<file path="src/rtl/mem_arb_pkg.sv">
// Shared types and constants for the two-port SPI memory bus arbiter.
package mem_arb_pkg;

  localparam int unsigned MEM_ADDR_W  = 25;
  localparam int unsigned MEM_DATA_W  = 32;
  localparam int unsigned NUM_BYTES_W = 3;
  localparam int unsigned NUM_PORTS   = 2;

  localparam logic PORT_CPU = 1'b0;
  localparam logic PORT_AUX = 1'b1;

  typedef enum logic [1:0] {
    ST_IDLE  = 2'd0,
    ST_BUSY  = 2'd1,
    ST_DONE  = 2'd2,
    ST_DRAIN = 2'd3
  } arb_state_e;

endpackage

</file>
<file path="src/rtl/mem_arb_pick.sv">
// Combinational winner select for the memory bus arbiter.
// MEM_ARB_FIXED_PRIO_EN: port 0 always wins a tie; otherwise round-robin on last_grant.
module mem_arb_pick
  import mem_arb_pkg::*;
(
  input  logic       req0_i,
  input  logic       req1_i,
  input  logic       last_grant_i,
  output logic [1:0] grant_c_o
);

`ifdef MEM_ARB_FIXED_PRIO_EN
  logic unused_last_grant;
  assign unused_last_grant = last_grant_i;
`endif

  // One-hot winner; bit N set means port N wins.
  always_comb begin
    grant_c_o = 2'b00;
    if (req0_i && req1_i) begin
`ifdef MEM_ARB_FIXED_PRIO_EN
      grant_c_o = 2'b01;
`else
      grant_c_o = (last_grant_i == PORT_CPU) ? 2'b10 : 2'b01;
`endif
    end else if (req0_i) begin
      grant_c_o = 2'b01;
    end else if (req1_i) begin
      grant_c_o = 2'b10;
    end
  end

endmodule

</file>
<file path="src/rtl/mem_bus_arbiter.sv">
// Two-port round-robin arbiter in front of the SPI memory controller; atomic level-handshake transactions.
// Build option MEM_ARB_FIXED_PRIO_EN (in mem_arb_pick) selects fixed port-0 priority.
module mem_bus_arbiter
  import mem_arb_pkg::*;
#(
  parameter int unsigned ADDR_W = MEM_ADDR_W,
  parameter int unsigned DATA_W = MEM_DATA_W
) (
  input  logic                   clk,
  input  logic                   rst_n,
  input  logic                   req0_start,
  input  logic [ADDR_W-1:0]      req0_addr,
  input  logic                   req0_write,
  input  logic [DATA_W-1:0]      req0_wdata,
  input  logic [NUM_BYTES_W-1:0] req0_num_bytes,
  output logic                   req0_done,
  input  logic                   req1_start,
  input  logic [ADDR_W-1:0]      req1_addr,
  input  logic                   req1_write,
  input  logic [DATA_W-1:0]      req1_wdata,
  input  logic [NUM_BYTES_W-1:0] req1_num_bytes,
  output logic                   req1_done,
  output logic [DATA_W-1:0]      rdata,
  output logic [1:0]             grant,
  output logic                   mem_start,
  output logic [ADDR_W-1:0]      mem_addr,
  output logic                   mem_write,
  output logic [DATA_W-1:0]      mem_wdata,
  output logic [NUM_BYTES_W-1:0] mem_num_bytes,
  input  logic                   mem_done,
  input  logic [DATA_W-1:0]      mem_rdata
);

  arb_state_e             state_q, state_d;
  logic [1:0]             grant_q, grant_d;
  logic                   last_grant_q, last_grant_d;
  logic                   mem_start_q, mem_start_d;
  logic [ADDR_W-1:0]      mem_addr_q, mem_addr_d;
  logic                   mem_write_q, mem_write_d;
  logic [DATA_W-1:0]      mem_wdata_q, mem_wdata_d;
  logic [NUM_BYTES_W-1:0] mem_num_bytes_q, mem_num_bytes_d;
  logic                   done0_q, done0_d;
  logic                   done1_q, done1_d;
  logic [DATA_W-1:0]      rdata_q, rdata_d;

  logic [1:0]             pick_c;
  logic                   owner_start_c;

  mem_arb_pick u_pick (
    .req0_i       (req0_start),
    .req1_i       (req1_start),
    .last_grant_i (last_grant_q),
    .grant_c_o    (pick_c)
  );

  assign owner_start_c = grant_q[1] ? req1_start : req0_start;

  // State and datapath registers; last_grant resets to AUX so CPU wins the first tie.
  always_ff @(posedge clk) begin
    if (!rst_n) begin
      state_q         <= ST_IDLE;
      grant_q         <= 2'b00;
      last_grant_q    <= PORT_AUX;
      mem_start_q     <= 1'b0;
      mem_addr_q      <= '0;
      mem_write_q     <= 1'b0;
      mem_wdata_q     <= '0;
      mem_num_bytes_q <= '0;
      done0_q         <= 1'b0;
      done1_q         <= 1'b0;
      rdata_q         <= '0;
    end else begin
      state_q         <= state_d;
      grant_q         <= grant_d;
      last_grant_q    <= last_grant_d;
      mem_start_q     <= mem_start_d;
      mem_addr_q      <= mem_addr_d;
      mem_write_q     <= mem_write_d;
      mem_wdata_q     <= mem_wdata_d;
      mem_num_bytes_q <= mem_num_bytes_d;
      done0_q         <= done0_d;
      done1_q         <= done1_d;
      rdata_q         <= rdata_d;
    end
  end

  // Next-state and output logic.
  always_comb begin
    state_d         = state_q;
    grant_d         = grant_q;
    last_grant_d    = last_grant_q;
    mem_start_d     = mem_start_q;
    mem_addr_d      = mem_addr_q;
    mem_write_d     = mem_write_q;
    mem_wdata_d     = mem_wdata_q;
    mem_num_bytes_d = mem_num_bytes_q;
    done0_d         = done0_q;
    done1_d         = done1_q;
    rdata_d         = rdata_q;

    unique case (state_q)
      ST_IDLE: begin
        if (pick_c != 2'b00) begin
          grant_d     = pick_c;
          mem_start_d = 1'b1;
          state_d     = ST_BUSY;
          if (pick_c[1]) begin
            mem_addr_d      = req1_addr;
            mem_write_d     = req1_write;
            mem_wdata_d     = req1_wdata;
            mem_num_bytes_d = req1_num_bytes;
          end else begin
            mem_addr_d      = req0_addr;
            mem_write_d     = req0_write;
            mem_wdata_d     = req0_wdata;
            mem_num_bytes_d = req0_num_bytes;
          end
        end
      end

      ST_BUSY: begin
        if (mem_done) begin
          rdata_d     = mem_rdata;
          mem_start_d = 1'b0;
          done0_d     = grant_q[0];
          done1_d     = grant_q[1];
          state_d     = ST_DONE;
        end
      end

      // Owner releases start; a still-high mem_done must drop before re-arbitrating.
      ST_DONE: begin
        if (!owner_start_c) begin
          done0_d      = 1'b0;
          done1_d      = 1'b0;
          last_grant_d = grant_q[1];
          if (!mem_done) begin
            grant_d = 2'b00;
            state_d = ST_IDLE;
          end else begin
            state_d = ST_DRAIN;
          end
        end
      end

      ST_DRAIN: begin
        if (!mem_done) begin
          grant_d = 2'b00;
          state_d = ST_IDLE;
        end
      end

      default: state_d = ST_IDLE;
    endcase
  end

  assign req0_done     = done0_q;
  assign req1_done     = done1_q;
  assign rdata         = rdata_q;
  assign grant         = grant_q;
  assign mem_start     = mem_start_q;
  assign mem_addr      = mem_addr_q;
  assign mem_write     = mem_write_q;
  assign mem_wdata     = mem_wdata_q;
  assign mem_num_bytes = mem_num_bytes_q;

endmodule

</file>
<file path="config.mk">
export PLATFORM = sky130hd
export DESIGN_NAME = mem_bus_arbiter
export DESIGN_NICKNAME = d
export VERILOG_FILES = /design/src/rtl/mem_arb_pkg.sv /design/src/rtl/mem_arb_pick.sv /design/src/rtl/mem_bus_arbiter.sv
export SDC_FILE = /design/constraint.sdc
export NUM_CORES = 1
export LEC_CHECK = 0
export ABC_AREA = 1
export CORE_ASPECT_RATIO = 0.8
export CORE_MARGIN = 4
export CORE_UTILIZATION = 34
export DETAILED_ROUTE_END_ITERATION = 12
export MAX_ROUTING_LAYER = met4
export PLACE_DENSITY = 0.86
export SETUP_SLACK_MARGIN = 0.1
export SYNTH_ARGS = -nofsm -noshare
export SYNTH_HDL_FRONTEND = slang
export SYNTH_HIERARCHICAL = 1
export SYNTH_SLANG_ARGS = --single-unit
export TNS_END_PERCENT = 100
</file>
<file path="constraint.sdc">
create_clock -name clk -period 1.2 [get_ports clk]
set_input_delay 0.18 -clock clk [delete_from_list [all_inputs] [get_ports clk]]
set_output_delay 0.18 -clock clk [all_outputs]
set_load 0.03 [all_outputs]
</file>
# ---- After elaboration in Yosys (flattened, before gate mapping)
# Cells that the tools add are included.
dict set report word_totals {
  ff_bits 101
}
dict set report op_classes {
  n_eq_ne 7
  n_mux 27
  n_bitwise 1
  reduce_logical 13
}
# cell count
set op_table {}
lappend op_table {{two-way mux 32 bit} 1}
lappend op_table {{two-way mux 25 bit} 1}
lappend op_table {{two-way mux 2 bit} 12}
lappend op_table {{AND reduction 3 bit} 3}
lappend op_table {{!= test 2 bit (second input constant)} 4}
lappend op_table {{case mux 2 bit (4 select lines)} 1}
lappend op_table {{two-way mux 1 bit} 7}
lappend op_table {{case mux 1 bit (2 select lines)} 3}
lappend op_table {{case mux 2 bit (3 select lines)} 1}
lappend op_table {{AND reduction 2 bit} 3}
lappend op_table {{nonzero test 2 bit} 3}
lappend op_table {{equality test 2 bit (second input constant)} 2}
lappend op_table {{AND reduction 4 bit} 1}
lappend op_table {{two-way mux 3 bit} 1}
lappend op_table {{nonzero test 3 bit} 1}
lappend op_table {{equality test 2 x 1 -> 1 bit (second input constant)} 1}
lappend op_table {{logical NOT 2 bit} 1}
lappend op_table {{logical AND 1 bit} 1}
lappend op_table {{NOT 1 bit} 1}

# ---- Logic depth before layout (Yosys ltp)
# Gate-level depths: netlist (run 1).
dict set report depth {
  word_depth 6
  ltp_mapped 9
}

# ---- By module
# The synthesis (run 1) kept the hierarchy.
# module instances cells_each area_per_inst_um2 seq_area_each_um2
set modules_own_cells {}
lappend modules_own_cells {mem_bus_arbiter 1 656 4336.7 2021.9}
lappend modules_own_cells {mem_arb_pick 1 5 21.3 0.0}

# ---- Least setup slack after synthesis (run 1)
# OpenSTA, ideal clock, no wires.
dict set report synth_path {
  path_kind {register -> register}
  start {reg last_grant_q}
  end {reg mem_wdata_q[10], in the netlist mem_wdata[10]}
  setup_time_ns 0.116
  arrival_ns 1.232
  t_required_ns 1.084
  path_slack_ns -0.148
  path_stages_with_launch 9
  path_cell_list {dfxtp_1 -> a21oi_1 -> buf_2 -> inv_2 -> a21oi_4 -> inv_2 -> buf_6 -> nor2_1 -> nor2_1}
}
dict set report synth_via {
  elab_chain_len 4
}
# element line
set synth_lines {}
lappend synth_lines {{start: declaration} mem_bus_arbiter.sv:36} ;# logic last_grant_q, last_grant_d;
lappend synth_lines {{start signal: assignment} mem_bus_arbiter.sv:75} ;# last_grant_q <= last_grant_d;
lappend synth_lines {{two-way mux 2 bit (*)} mem_arb_pick.sv:24} ;# grant_c_o = (last_grant_i == PORT_CPU) ? 2'b10 : 2'b01;
lappend synth_lines {{two-way mux 2 bit (*)} mem_arb_pick.sv:20} ;# if (req0_i && req1_i) begin
lappend synth_lines {{named net pick_c[1]} mem_bus_arbiter.sv:46} ;# logic [1:0] pick_c;
lappend synth_lines {{nonzero test 2 bit} mem_bus_arbiter.sv:103} ;# if (pick_c != 2'b00) begin
lappend synth_lines {{AND reduction 2 bit (no source line)} -}
lappend synth_lines {{end signal: assignment} mem_bus_arbiter.sv:79} ;# mem_wdata_q <= mem_wdata_d;
lappend synth_lines {{end: declaration} mem_bus_arbiter.sv:40} ;# logic [DATA_W-1:0] mem_wdata_q, mem_wdata_d;
# The timed path passes the listed nets; every way through them passes the cells marked *.
# A chain may end at the register's enable or synchronous reset.

# ---- Worst setup path after layout (run 1)
dict set report layout_path {
  start {reg last_grant_q}
  end {reg mem_addr_q[23], in the netlist mem_addr[23]}
}
dict set report layout_via {
  elab_chain_len 4
}
# element line
set layout_lines {}
lappend layout_lines {{two-way mux 2 bit (*)} mem_arb_pick.sv:24}
lappend layout_lines {{two-way mux 2 bit (*)} mem_arb_pick.sv:20}
lappend layout_lines {{named net pick_c[1]} mem_bus_arbiter.sv:46}
lappend layout_lines {{nonzero test 2 bit} mem_bus_arbiter.sv:103}
lappend layout_lines {{AND reduction 2 bit (no source line)} -}
lappend layout_lines {{end signal: assignment} mem_bus_arbiter.sv:77} ;# mem_addr_q <= mem_addr_d;
lappend layout_lines {{end: declaration} mem_bus_arbiter.sv:38} ;# logic [ADDR_W-1:0] mem_addr_q, mem_addr_d;
# Marks and branches as above.

==> impl_results.md, run 1 <==
* Leakage at between 3 and 4 nW
* Slowest cell on the critical path: dfxtp_4
* Syn nets at 820
* Die Y at between 100 and 150 um
* Initial DRC count at 169
* Met2 Use GR at a little over a third
* Ant. Diodes at 0
* Max Clk Rate at between 0.7 and 0.8 GHz
* Hold Slack at between 0.3 and 0.4 ns
* Slew Limit Fails at 0
* Worst Hold Endpoint: rdata[2]$_SDFFE_PN0P_
* Global-route wire length before repair at approximately 24000 um
* Met3 Use GR at ~4.6%
* Final Cycle Share at 117.7%
* Post-synthesis cell area at around 0.0044 mm^2
* Share of total power in combinational logic at between 30% and 40%
* Worst min path class: in2reg
* Hold depth at 3
* Met1 usage at between 20 and 25%
* Max Root-Sink Buffers at 2
* # fillers at 1003
* ANT nets after route at 0
* CP Launch Type: register
* Multi-input logic area at approximately 0.0026 mm^2
* CTS tree: done
* Post-Syn Instances at about 660
* Layout cells sized above 1 at between 30% and 40%
* Vias in the first global route at roughly 4700
* Clk slew on worst S/H paths at approximately 0.080 ns
* Synth Area per Inst at between 6 and 7 um^2
* Largest net degree at the start of global routing at 66
* Leading cell types in the layout, fill and taps excluded: nand2_1, clkdlybuf4s50_1, dfxtp_1
* Routability cong. at roughly 0.82
* DRC Markers at 0
* Reg area at 0.002031 mm^2
* Net load switching power at just over 4 mW
* Non-Filler Instances at 1105
* Final Hold Viols at 0
* P per Cell Area at 1373 mW/mm^2
* CTS H-tree depth at 3
* Critical path type: reg2reg
* Failing checks: setup timing
* Critical path endpoint category: register
* Cell family with most CP delay: buffers and inverters
* CP Data Arrival Time at ~1.7 ns
* Slowest Stage Delay on Critical Path at approximately 0.37 ns
* Sinks on Clock Net at 101
* Core area at 0.01234 mm^2
* Grt ovf at 0
* Peak VDD IR at 0.7181 mV
* Clock latency at the later pin of the worst-skew pair at between 0.3 and 0.4 ns
* Initial antenna violation count at 0
* Tot GR Track Use at 20.49%
* Root Buffer: clkbuf_16
* Top cells by area, synth: dfxtp_1, nand2_1, nor2_1
* Power Internal at 7.467 mW
* Worst setup margin at -0.2123 ns
* Post-synth top area cell: dfxtp_1
* Clock Skews at around 0.0083 ns
* Initial Utilization at between 30% and 40%
* Period minus WS final at between 1 and 1.5 ns
* Unrepaired setup endpoints after global routing: true
* Number of distinct library cells after synthesis at 19
* Vias per cell at around 4.7
* Via count at 5166
* Placed cell count at 1077
* R2R depth at 8
* # hold bufs at CTS at 0
* Post-detail-place hpwl at ~11000 um
* Relative slew slack at between 70% and 80%
* Max cap viols at 0
* Clock power frac at 26.0%
* CTS Buf Count at 9
* Reg-to-Reg End: mem_addr[23]$_SDFFE_PN0P_
* Drt wl/cell at 15.13 um
* Die area at 0.01470 mm^2
* Commonest non-fill, non-tap cell in the layout: nand2_1
* P&R area growth vs syn at 92.28%
* Sequential area share after synthesis at between 40 and 50%
* IO Port Bufs at 256
* Reg power frac at about a third
* I/O pin cnt at around 260
* Yosys top cell area share at between 40% and 50%
* DRT Pass-1 Iters at 4
* Worst path required time at around 1.4 ns
* DIE WIDTH at between 100 and 150 um
* Seq cells post-synth at 101
* Crit-path max FO at 27
* Bufs and invs on worst path at 4
* # rows at 36
* Gr busiest metal: met2
* Final wirelength at roughly 17000 um
* Hold_sp: rst_n
* CP cell instances: a21oi_4 > inv_6 > a21oi_4 > buf_6 > inv_6 > buf_12 > nor2_1 > nor2_1
* Flop2flop setup slack at -0.21 ns
* Fin nets at 1088
* Syn. warnings at 6
* Setup Viol. Count Final at 63
* Worst-Margin Slew at 0.4379 ns
* Sw frac at a little over a third
* Reg2Reg Launch Point: last_grant_q$_SDFFE_PN1P_
* Status: finished, violations left
## metal layers
metal  wire length, um  share of wire (%)
met1              7074                 42
met2              8446                 51
met3              1027                6.1
met4               168                1.0
met5                 0                  0
## how the worst max path moves through the flow
stage	start	slack [ns]	depth (start not counted)	endpoint
3_3_place_gp	req1_start	-0.58	8	mem_wdata[10]$_SDFFE_PN0P_
2_1_floorplan	last_grant_q$_SDFFE_PN1P_	-0.09	8	mem_wdata[10]$_SDFFE_PN0P_
6_report	last_grant_q$_SDFFE_PN1P_	-0.21	8	mem_addr[23]$_SDFFE_PN0P_
4_1_cts	last_grant_q$_SDFFE_PN1P_	-0.17	9	mem_addr[23]$_SDFFE_PN0P_
3_5_place_dp	req0_start	-0.65	8	mem_wdata[19]$_SDFFE_PN0P_
5_1_grt	last_grant_q$_SDFFE_PN1P_	-0.28	8	mem_addr[23]$_SDFFE_PN0P_
## final cells by class
class                           instances  share of cell area (%)
Timing Repair Buffer                  298                   37.79
Multi-Input combinational cell        505                   30.85
Sequential cell                       101                   24.23
Clock buffer                            9                   2.688
Tap cell                              171                   2.553
Clock inverter                          7                  0.9855
Inverter                               14                  0.8959
## sequential cells by signal, summed over array words and instances (netlist names)
signal and cells:
rdata 32, last_grant_q 1, grant 2, mem_addr 25, mem_num_bytes 3, mem_write 1, mem_start 1, mem_wdata 32
req1_done 1, state_q 2, req0_done 1
## worst register-to-register path, cell delays in order (launching register included)
cell and delay (ns):
dfxtp_4 0.37, a21oi_4 0.17, inv_6 0.05, a21oi_4 0.19, buf_6 0.14, inv_6 0.04
buf_12 0.16, nor2_1 0.14, nor2_1 0.06
## cell usage after synthesis
library cell,n
o21ai_1,10
nor2_1,128
nand4_1,2
a21oi_1,36
o21ai_0,52
inv_1,10
o211ai_1,1
clkinv_1,2
buf_1,5
dfxtp_1,101
buf_6,6
inv_2,2
nand2_1,267
buf_4,3
nand3_1,7
nand3_2,1
clkbuf_1,12
a21oi_4,1
buf_2,15
## what timing repair did
action                                  in CTS  in global routing
endpoints found under the setup margin     126                105
pin swaps                                    7                 34
resized for setup                          183                148
buffers inserted                             6                  1
endpoints found under the hold margin        0                  0
cloned                                       3                  3
## through the flow
step	setup WS, ns	power (mW)	TNS [ns]	utilization [%]	instance area [um^2]
after floorplan	-0.08824	5.981	-4.639	-	4379
after global placement	-0.5772	7.859	-38.14	59.80	7381
after detailed placement	-0.6517	7.918	-44.00	59.80	7381
after CTS	-0.1690	11.14	-9.119	63.39	7824
after global routing	-0.2804	12.03	-15.53	67.89	8379
final	-0.2123	11.50	-10.50	67.89	8379
## kinds of logic (layout without fill, tap and decap cells)
kind of cell	after synthesis	in the layout	synth area share, %
AND/OR/NAND/NOR	405	405	35.34
buffers and inverters	55	328	6.460
AO/OA/AOI/OAI	100	100	11.80
flip-flops	101	101	46.40
## power groups by stage
stage / Combinational, mW / Sequential [mW] / Clock [mW]
floorplan: 1.14 / 4.84 / 0
global placement: 3.76 / 4.10 / 0
detailed placement: 3.81 / 4.11 / 0
CTS: 4.05 / 4.04 / 3.06
global route: 4.75 / 4.09 / 3.18
finish: 4.46 / 4.05 / 2.99
Note: power is estimated with default switching activity, not from simulation.
==> run 2: changes to the inputs <==
- GPL_TIMING_DRIVEN: unset -> 0
==> impl_results.md, run 2 (synthesis gave the netlist of run 1 again) <==
* Status: finished, violations left
* Failing checks: setup timing
* Initial DRC count at 250 (+48%)
* Worst-Margin Slew at 0.4145 ns (-0.02336 ns)
* Fin nets at 1101 (+1.2%)
* # fillers at 1145 (+14%)
* Multi-input logic area at 0.002226 mm^2 (-14%)
* Die Y at 109.3 um (unchanged)
* Design area at 0.007555 mm^2 (-9.8%)
* Area after DPL at 0.007156 mm^2 (-3.1%)
* Initial Utilization at 35.31% (unchanged)
* Core area at 0.01234 mm^2 (unchanged)
* Largest net degree at the start of global routing at 18 (-73%)
* Clk slew on worst S/H paths at 0.07 ns (about the same)
* Slew Limit Fails at 0 (unchanged)
* Crit-path max FO at 10 (-63%)
* Initial antenna violation count at 0 (unchanged)
* Layout cells sized above 1 at 23.65% (-7.7 points)
* CTS tree: done
* # hold bufs at CTS at 0 (unchanged)
* Ant. Diodes at 0 (unchanged)
* ANT nets after route at 0 (unchanged)
* Vias per cell at 4.614 (-1.3%)
* DRT Pass-1 Iters at 5 (+1)
* Max cap viols at 0 (unchanged)
* Drt wl/cell at 14.19 um (-6.2%)
* Critical path endpoint category: register
* Die area at 0.01470 mm^2 (unchanged)
* # rows at 36 (unchanged)
* CTS Buf Count at 9 (unchanged)
* Leading cell types in the layout, fill and taps excluded: nand2_1, clkdlybuf4s50_1, dfxtp_1
* Reg area at 0.002029 mm^2 (about the same)
* Vias in the first global route at 4927 (+3.9%)
* DIE WIDTH at 134.6 um (unchanged)
* Critical path type: reg2reg
* Final wirelength at 15870 um (-5.1%)
* Pre-CTS worst setup slack at -0.8453 ns (-0.1936 ns)
* IO Port Bufs at 256 (unchanged)
* Final Hold Viols at 0 (unchanged)
* Commonest non-fill, non-tap cell in the layout: nand2_1
* Final setup TNS at -12.79 ns (-2.284 ns)
* Unrepaired setup endpoints after global routing: true
* Tot GR Track Use at 21.34% (+0.85 points)
* Post-detail-place hpwl at 12060 um (+9.8%)
* Relative slew slack at 72.36% (+1.7 points)
* Max Clk Rate at 0.6979 GHz (-1.4%)
* CP Launch Type: register
* Slowest cell on the critical path: dfxtp_2
* CP cell instances: a21oi_2 > buf_6 > inv_8 > a21oi_4 > buf_6 > inv_8 > buf_8 > nor2_2 > nor2_1
* Via count at 5159 (-0.14%)
* Grt ovf at 0 (unchanged)
* P per Cell Area at 1469 mW/mm^2 (+7.0%)
* Peak VDD IR at 0.6138 mV (-15%)
* I/O pin cnt at 257 (unchanged)
* Worst setup margin at -0.2328 ns (-0.02044 ns)
* Root Buffer: clkbuf_16
* Sinks on Clock Net at 101 (unchanged)
* Final Cycle Share at 119.4% (+1.7 points)
* Routability cong. at 0.8241 (+1.1%)
* DRC Markers at 0 (unchanged)
* CTS H-tree depth at 3 (unchanged)
* CP Data Arrival Time at 1.66 ns (about the same)
* Setup Viol. Count Final at 62 (-1.6%)
* Slowest Stage Delay on Critical Path at 0.33 ns (-0.04 ns)
* Max Root-Sink Buffers at 2 (unchanged)
* Period minus WS final at 1.433 ns (+0.02043 ns)
* Global-route wire length before repair at 24430 um (+3.6%)
* Worst min path class: in2reg
* Clock latency at the later pin of the worst-skew pair at 0.34 ns (about the same)
* P&R area growth vs syn at 73.36%
* Worst path required time at 1.43 ns (about the same)
* Clock Skews at 0.004546 ns (-0.003782 ns)
* Leakage at 3.533 nW (-7.8%)
==> run 2: timing repair <==
action	CTS	global route
gates resized for setup	244	315
cloned	1	1
endpoints found under the hold margin	0	0
endpoints found under the setup margin	198	190
buffers inserted	5	8
pin swaps	3	9
==> run 2: power by group <==
part	internal, mW	leakage (nW)	switching (mW)
Sequential	3.78	0.832	0.213
Combinational	1.55	2.54	2.22
Clock	2.05	0.162	1.29
==> run 2: worst paths after layout <==
check | from | to | slack [ns] | depth (start not counted)
worst max register to register | last_grant_q$_SDFFE_PN1P_ | mem_addr[15]$_SDFFE_PN0P_ | -0.23 | 9
worst max-delay path | last_grant_q$_SDFFE_PN1P_ | mem_addr[15]$_SDFFE_PN0P_ | -0.23 | 9
worst min register to register | rdata[21]$_SDFFE_PN0P_ | rdata[21]$_SDFFE_PN0P_ | 0.46 | 2
worst min-delay path | mem_done | state_q[1]$_SDFFE_PN0P_ | 0.19 | 3
==> run 2: worst max-delay path: cells and delay by family (launching register included) <==
family,cells,cell delay (ns)
AO/OA/AOI/OAI,2,0.28
buffers and inverters,5,0.55
flip-flops,1,0.33
AND/OR/NAND/NOR,2,0.14
==> run 2: layout make-up <==
cell class | instances | area share (%)
Timing Repair Buffer | 270 | 30.36
Multi-Input combinational cell | 505 | 29.46
Sequential cell | 101 | 26.86
Buffer | 41 | 4.886
Clock buffer | 9 | 2.981
Tap cell | 171 | 2.832
Clock inverter | 7 | 1.623
Inverter | 14 | 0.9937
==> run 2: stage by stage <==
step                      cells  utilization (%)  hold slack, ns  total power [mW]
after floorplan             661                -          0.3103             5.981
after global placement     1088            57.98          0.4513             7.649
after detailed placement   1088            57.98          0.4571             7.705
after CTS                  1110            61.04          0.3730             10.96
after global routing       1118            61.21          0.2152             11.71
final                      1118            61.21          0.1919             11.10
==> run 2: per-layer routing <==
metal	global-route usage [%]	share of wire, %
met1	26.85	43
met2	35.26	48
met3	4.474	7.4
met4	5.596	1.9
met5	-	0
==> run 3: changes to the inputs <==
- PLACE_DENSITY: 0.86 -> 0.77
==> impl_results.md, run 3 (synthesis gave the netlist of run 1 again) <==
* Status: finished, violations left
* Failing checks: setup timing
* Critical path type: reg2reg
* Ant. Diodes at 0 (unchanged)
* Critical Path Stages at 9 (unchanged)
* Tot GR Track Use at 21.49% (+0.15 points)
* Worst setup margin at -0.2593 ns (-0.02650 ns)
* Crit-path max FO at 10 (unchanged)
* Flop2flop setup slack at -0.26 ns (-0.03 ns)
* Fin nets at 1107 (+0.54%)
* Final setup TNS at -13.99 ns (-1.208 ns)
* CP Launch Type: register
* Drt wl/cell at 14.97 um (+5.5%)
* # rows at 36 (unchanged)
* Leading cell types in the layout, fill and taps excluded: nand2_1, clkdlybuf4s50_1, dfxtp_1
* Worst min path class: in2reg
* Relative slew slack at 70.92% (-1.4 points)
* Critical path launch point: last_grant_q$_SDFFE_PN1P_
* Initial Utilization at 35.31% (unchanged)
* Clk slew on worst S/H paths at 0.07 ns (about the same)
* Critical path endpoint category: register
* Clock latency at the later pin of the worst-skew pair at 0.33 ns (about the same)
* Slew Limit Fails at 0 (unchanged)
* Sinks on Clock Net at 101 (unchanged)
* Worst path required time at 1.42 ns (about the same)
* Die area at 0.01470 mm^2 (unchanged)
* Die Y at 109.3 um (unchanged)
* Grt ovf at 0 (unchanged)
* Peak VDD IR at 0.7634 mV (+24%)
* Final Cycle Share at 121.6% (+2.2 points)
* Max Root-Sink Buffers at 2 (unchanged)
* Pre-CTS worst setup slack at -0.8245 ns (+0.02080 ns)
* Unrepaired setup endpoints after global routing: true
* Final Hold Viols at 0 (unchanged)
* Initial antenna violation count at 0 (unchanged)
* Slowest cell on the critical path: dfxtp_2
* DIE WIDTH at 134.6 um (unchanged)
* IO Port Bufs at 256 (unchanged)
* CTS tree: done
* Vias per cell at 4.621 (+0.13%)
* Reg-to-Reg End: mem_addr[23]$_SDFFE_PN0P_
* CTS Buf Count at 9 (unchanged)
* Commonest non-fill, non-tap cell in the layout: nand2_1
* Final wirelength at 16820 um (+6.0%)
* Core area at 0.01234 mm^2 (unchanged)
* DRC Markers at 0 (unchanged)
* Total power at 11.09 mW (-0.11%)
* Largest net degree at the start of global routing at 16 (-2)
* Slowest Stage Delay on Critical Path at 0.34 ns (about the same)
* Leakage at 3.891 nW (+10%)
* Period minus WS final at 1.459 ns (+0.02651 ns)
* Root Buffer: clkbuf_16
* Layout cells sized above 1 at 31.20% (+7.5 points)
* CTS H-tree depth at 3 (unchanged)
* DRT Pass-1 Iters at 5 (unchanged)
* Setup Viol. Count Final at 62 (unchanged)
* I/O pin cnt at 257 (unchanged)
* Worst-Margin Slew at 0.4362 ns (+0.02169 ns)
* Cell mode on critical path: a21oi_4
* Area after DPL at 0.007156 mm^2 (unchanged)
* Vias in the first global route at 4702 (-4.6%)
* CP Data Arrival Time at 1.68 ns (+0.02 ns)
* # hold bufs at CTS at 0 (unchanged)
* Bufs and invs on worst path at 5 (unchanged)
* Clock Skews at 0.006181 ns (+0.001635 ns)
* CP cell instances: a21oi_4 > buf_6 > inv_8 > a21oi_4 > buf_12 > inv_12 > clkbuf_16 > nor2_2 > nor2_1
* P per Cell Area at 1371 mW/mm^2 (-6.6%)
* Post-detail-place hpwl at 11960 um (-0.88%)
* Crit path capture: mem_addr[23]$_SDFFE_PN0P_
* Reg2Reg Launch Point: last_grant_q$_SDFFE_PN1P_
* Cell family with most CP delay: buffers and inverters
* Max Clk Rate at 0.6853 GHz (-1.8%)
* Initial DRC count at 172 (-31%)
* Design area at 0.008084 mm^2 (+7.0%)
* Max cap viols at 0 (unchanged)
* ANT nets after route at 0 (unchanged)
* Routability cong. at 0.7990 (-3.0%)
* Via count at 5189 (+0.58%)
* Global-route wire length before repair at 24360 um (-0.28%)
* R2R depth at 9 (unchanged)
* P&R area growth vs syn at 85.50%
run 3: worst min-delay path by stage:
stage	startpoint	endpoint	cells past startpoint
floorplan	mem_done	state_q[1]$_SDFFE_PN0P_	2
global placement	rdata[25]$_SDFFE_PN0P_	rdata[25]$_SDFFE_PN0P_	2
detailed placement	rdata[8]$_SDFFE_PN0P_	rdata[8]$_SDFFE_PN0P_	2
CTS	mem_done	state_q[1]$_SDFFE_PN0P_	3
global route	mem_done	state_q[1]$_SDFFE_PN0P_	3
finish	mem_done	state_q[1]$_SDFFE_PN0P_	3
run 3: layout make-up:
type / instances / area [um^2]
timing repair buffer: 276 / 2420
tap: 171 / 214.0
sequential: 101 / 2031
buffer: 40 / 415.4
multi-input combinational: 505 / 2605
clock inverter: 3 / 43.79
timing repair inverter: 1 / 8.758
fill: 1133 / 4258
inverter: 14 / 90.09
clock buffer: 12 / 256.5
run 3: worst register-to-register path: cells and delay by family (launching register included):
family,cells,cell delay (ns)
AOI/OAI and AO/OA,2,0.28
buffers and inverters,5,0.60
DFF,1,0.34
and+or+nand+nor,2,0.13
run 3: repair_timing:
item / 4_1_cts / 5_1_grt
cloned: 2 / 6
setup endpoints to repair: 198 / 115
setup buffers: 10 / 3
pin swaps: 7 / 27
resized for setup: 577 / 184
run 3: per-layer routing:
metal  track usage (%)  part of all wire [%]  up-vias
met2             33.93                    49      181
met1             27.70                    43     2351
met5                 -                     0        -
li1                  -                     -     2641
met4             5.596                   1.3        0
met3             5.489                   6.7       16
run 3: where the power goes:
part	internal, mW	total, mW	switching, mW	leakage [nW]
Clock	1.73	2.95	1.22	0.149
Sequential	3.78	4.00	0.216	0.832
Combinational	1.73	4.14	2.41	2.91
Total	7.24	11.1	3.85	3.89
run 3: stage by stage:
step                utilization [%]  cells  hold WS [ns]
global placement              57.98   1088        0.4520
CTS                           59.41   1115        0.2801
floorplan                         -    661        0.3103
finish                        65.50   1123        0.3237
global route                  65.50   1123        0.3323
detailed placement            57.98   1088        0.4550
